### src/rtl/bcd_addsub_seq.sv
// Digit-serial BCD add/subtract controller driving one shared combinational digit adder.
// Subtraction uses 9's complement + carry-in; negative results get a 10's-complement pass.
module bcd_addsub_seq #(
    parameter int unsigned DIGITS = 4
) (
    input  logic                clk,
    input  logic                rst_n,
    input  logic                start,
    input  logic                op,
    input  logic [4*DIGITS-1:0] a,
    input  logic [4*DIGITS-1:0] b,
    output logic                busy,
    output logic                done,
    output logic [4*DIGITS-1:0] result,
    output logic                carry,
    output logic                neg,
    output logic                err,
    output logic [3:0]          dig_a,
    output logic [3:0]          dig_b,
    output logic                dig_cin,
    input  logic [3:0]          dig_s,
    input  logic                dig_cout
);

    localparam int unsigned W  = 4 * DIGITS;
    localparam int unsigned IW = (DIGITS > 1) ? $clog2(DIGITS) : 1;
    localparam logic [IW-1:0] LAST = IW'(DIGITS - 1);

    typedef enum logic [1:0] {IDLE, CALC, CORR, FIN} state_t;

    state_t        state;
    logic [W-1:0]  a_q;
    logic [W-1:0]  b_q;
    logic          op_q;
    logic [IW-1:0] idx;
    logic          cy;

    function automatic logic has_bad_digit(input logic [W-1:0] v);
        for (int i = 0; i < DIGITS; i++) begin
            if (v[4*i +: 4] > 4'd9) return 1'b1;
        end
        return 1'b0;
    endfunction

    always_comb begin
        dig_a   = 4'd0;
        dig_b   = 4'd0;
        dig_cin = 1'b0;
        unique case (state)
            CALC: begin
                dig_a   = a_q[4*int'(idx) +: 4];
                dig_b   = op_q ? 4'd9 - b_q[4*int'(idx) +: 4] : b_q[4*int'(idx) +: 4];
                dig_cin = cy;
            end
            // 9's complement of the stored digit plus the running carry yields 10's complement
            CORR: begin
                dig_a   = 4'd9 - result[4*int'(idx) +: 4];
                dig_cin = cy;
            end
            default: ;
        endcase
    end

    always_ff @(posedge clk or negedge rst_n) begin
        if (!rst_n) begin
            state  <= IDLE;
            a_q    <= '0;
            b_q    <= '0;
            op_q   <= 1'b0;
            idx    <= '0;
            cy     <= 1'b0;
            busy   <= 1'b0;
            done   <= 1'b0;
            result <= '0;
            carry  <= 1'b0;
            neg    <= 1'b0;
            err    <= 1'b0;
        end else begin
            unique case (state)
                IDLE: begin
                    done <= 1'b0;
                    if (start) begin
                        a_q    <= a;
                        b_q    <= b;
                        op_q   <= op;
                        err    <= 1'b0;
                        carry  <= 1'b0;
                        neg    <= 1'b0;
                        idx    <= '0;
                        cy     <= op;
                        result <= '0;
                        if (has_bad_digit(a) || has_bad_digit(b)) begin
                            err   <= 1'b1;
                            done  <= 1'b1;
                            state <= FIN;
                        end else begin
                            busy  <= 1'b1;
                            state <= CALC;
                        end
                    end
                end
                CALC: begin
                    result[4*int'(idx) +: 4] <= dig_s;
                    cy <= dig_cout;
                    if (idx == LAST) begin
                        idx <= '0;
                        if (!op_q || dig_cout) begin
                            carry <= op_q ? 1'b0 : dig_cout;
                            busy  <= 1'b0;
                            done  <= 1'b1;
                            state <= FIN;
                        end else begin
                            // No end-around carry: a < b, so re-complement the magnitude
                            neg   <= 1'b1;
                            cy    <= 1'b1;
                            state <= CORR;
                        end
                    end else begin
                        idx <= idx + 1'b1;
                    end
                end
                CORR: begin
                    result[4*int'(idx) +: 4] <= dig_s;
                    cy <= dig_cout;
                    if (idx == LAST) begin
                        idx   <= '0;
                        busy  <= 1'b0;
                        done  <= 1'b1;
                        state <= FIN;
                    end else begin
                        idx <= idx + 1'b1;
                    end
                end
                FIN: begin
                    done  <= 1'b0;
                    state <= IDLE;
                end
                default: state <= IDLE;
            endcase
        end
    end

endmodule
### config.mk
export PLATFORM = sky130hd
export DESIGN_NAME = bcd_addsub_seq
export DESIGN_NICKNAME = d
export VERILOG_FILES = /design/src/rtl/bcd_addsub_seq.sv
export SDC_FILE = /design/constraint.sdc
export NUM_CORES = 1
export LEC_CHECK = 0
export CAP_MARGIN = 20
export CORE_MARGIN = 5
export CORE_UTILIZATION = 45
export CTS_BUF_LIST = sky130_fd_sc_hd__clkbuf_4 sky130_fd_sc_hd__clkbuf_8
export DETAILED_ROUTE_END_ITERATION = 10
export GPL_TIMING_DRIVEN = 0
export PLACE_DENSITY = 0.83
export SYNTH_ARGS = -nofsm -noshare
export SYNTH_HDL_FRONTEND = slang
export SYNTH_SLANG_ARGS = --single-unit
### constraint.sdc
create_clock -name clk -period 2.7 [get_ports clk]
set_input_delay 0.405 -clock clk [delete_from_list [all_inputs] [get_ports clk]]
set_output_delay 0.405 -clock clk [all_outputs]
set_load 0.01 [all_outputs]
==> run summary, run 1 <==
clk slew on worst S/H paths: 0.07 ns
CP Data Arrival Time: 2.25 ns
clk_skew: 0.006299 ns
I/O pins: 71
fin. max-slew vios: 0
peak supply drop: 0.0006349 V
crit-path max cell delay: 0.52 ns
status: finished clean
area of the multi-input gates: 1458 um2
share of post-route cells with drive strength above 1: 0.2784
Synth Flop Type: dfrtp_1
P per Cell Area: 1134 nW/um2
first-pass GRT wire length: 12470 um
Routed WL: 7529 um
Layout fillers: 501
DIE AREA: 8466 um2
Post-Syn Nets: 290
CTS root buf: clkbuf_8
final hold vios: 0
Die W: 92.01 um
Clock Sinks: 59
most frequent cells in the layout: 62 x clkdlybuf4s50_1, 58 x dfrtp_1, 33 x mux2_2
GRT Util Overall: 0.1884
max_cap viols: 0
Ant. Diodes: 0
hpwl dp: 5525 um
cell area after synthesis: 3027 um2
CP bufs+invs: 4
Routed Antenna Nets: 0
CP Launch Type: flop
Post-route DRC: 0
DR iter-0 viols: 133
CP required: 2.30 ns
most common cell after layout, fill and taps aside: clkdlybuf4s50_1
measured slew at the worst slew-check pin: 0.6126 ns
post-route setup TNS: 0 ns
Synth top area share: 0.4878
fraction of registers with async set/reset: 1.000
register area: 1478 um2
die height: 92.01 um
Tcrit/Tclk final: 0.9842
Post-CTS Hold Buffers: 0
core footprint: 6459 um2
post-synthesis register bit count: 59
initial antenna violation count: 0
Area Overhead vs Synth: 37.37%
peak fanout along the critical path: 3
RR Startpoint: state[1]
critical path cell sequence: buf_6, buf_4, mux4_2, inv_1, ha_1, xor2_1, a22oi_1, nor2_1, buf_2
DR vias: 2392
critical path class: reg2out
leakage: 1.805 nW
Slew HR: 0.5873
Reg2Reg Capture Point: result[10]
post-layout util: 0.6437
clock tree buffer depth: 2
top cells by area, synth: dfrtp_1 49%, mux2_2 12%, mux4_2 8.9%, a22o_1 4.6%, ha_1 4.5%
Syn Area/Cell: 12.72 um2
reg2reg setup slack: 0.41 ns
sequential share of the synthesized area: 0.4878
crit end category: output port
worst reg2reg path depth: 6
vias in the first global route: 2463
RSZ-0062 raised after global routing: true
critical path's top delay family: multiplexers
number of cell rows: 29
Cells after Synth: 238
Initial Util: 0.4686
DR WL/cell: 18.32 um
Max Clk Rate: 376.3 MHz
area leader, netlist: dfrtp_1
clk_lat worst skew: 0.34 ns
synth unique cells: 40
RePlAce Congestion: 0.8267
number of flops mapped to enable cells by yosys: 0
DR pass1 iterations: 4
Nets: 381
Worst Setup SP: idx[0]
largest net degree at the start of global routing: 36
Final min period: 2.657 ns
vias per cell: 5.820
Yosys warning count: 0
CTS Buf Count: 9
Final Setup Violations: 0
total gr overflow: 0
Worst Hold Class: in2async
CTS tree: built
H-tree depth: 3
IO Port Bufs: 70
slowest cell on the critical path: mux4_2
==> routing by layer <==
layer,part of all wire,global-route usage,vias to the layer above
li1,-,-,1074
met1,0.43,0.2515,1193
met2,0.47,0.2981,116
met3,0.085,0.05483,9
met4,0.010,0.05941,0
met5,0,0,-
==> where the power goes <==
group,internal [mW],switching (mW)
combinational,1.23,1.12
sequential,1.24,0.202
clock,0.579,0.349
total,3.05,1.67
==> logic make-up (layout without fill, tap and decap cells) <==
logic type	count (synthesis)	after routing	synth area share
buf+inv	22	118	0.03142
fa+ha+maj	11	11	0.04547
compound gates	56	56	0.1348
xor+xnor	3	3	0.008683
simple gates	40	40	0.07317
mux	47	47	0.2187
flops	59	59	0.4878
==> synthesized netlist by cell type, drive strengths merged (2+ instances only) <==
master,n
o22ai,2
inv,13
nor2b,2
dfrtp,59
a22o,16
nand2,6
xor2,2
nand2b,2
buf,6
nor3,4
o211ai,2
o21ai,16
nor2,15
a22oi,4
mux4,12
a21oi,9
mux2,33
mux2i,2
clkbuf,3
and4b,2
ha,11
nand4,2
==> worst register-to-register path: cells and delay by family (launching register included) <==
kind,cells,cell delay [ns]
buf+inv,1,0.11
simple gates,2,0.70
flops,1,0.40
fa+ha+maj,1,0.28
compound gates,2,0.70
==> worst max-delay path by stage <==
| stage | endpoint | slack, ns | cells after the start |
|---|---|---|---|
| detailed placement | dig_a[3] | -0.42 | 9 |
| global placement | b_q[9] | -0.57 | 1 |
| finish | dig_a[3] | 0.04 | 9 |
| global route | dig_a[3] | -0.05 | 9 |
| CTS | dig_a[3] | -0.002 | 9 |
| floorplan | dig_a[3] | 0.36 | 8 |
==> metrics by stage <==
step	std cells	total power, mW	setup WS, ns	cell area [um2]	hold WS, ns
after floorplan	238	2.926	0.3591	3027	0.1094
after global placement	385	3.597	-0.5656	3824	0.4848
after global routing	411	5.031	-0.04920	4158	0.09834
after CTS	409	4.695	-0.002317	4148	0.07397
after detailed placement	386	3.675	-0.4154	3839	0.4428
final	411	4.717	0.04260	4158	0.06394
==> layout make-up <==
class	count	area share
multi-input cells	157	0.3506
flip-flops and latches	59	0.3554
well taps	77	0.02317
plain buffers	8	0.01715
clock inverters	4	0.01745
clock buffers	12	0.03822
inverters	13	0.01264
repair buffers	81	0.1854
==> state kept, by name (all words and copies together), names as in the netlist <==
register	flops
busy	1
a_q	16
neg	1
b_q	16
op_q	1
state	2
carry	1
cy	1
err	1
idx	2
done	1
result	16
==> what timing repair did <==
action / CTS / global route
pin swaps: 0 / 1
buffers inserted: 7 / 3
gates resized for setup: 20 / 14
setup endpoints to repair: 8 / 8
hold endpoints to repair: 0 / 0
Power figures use the tool's default switching activity.
==> inputs of run 2 (changes only) <==
- SLEW_MARGIN: not set -> 5
==> results of run 2 <==
The final DEF is identical to that of run 1; final timing and power are the same.
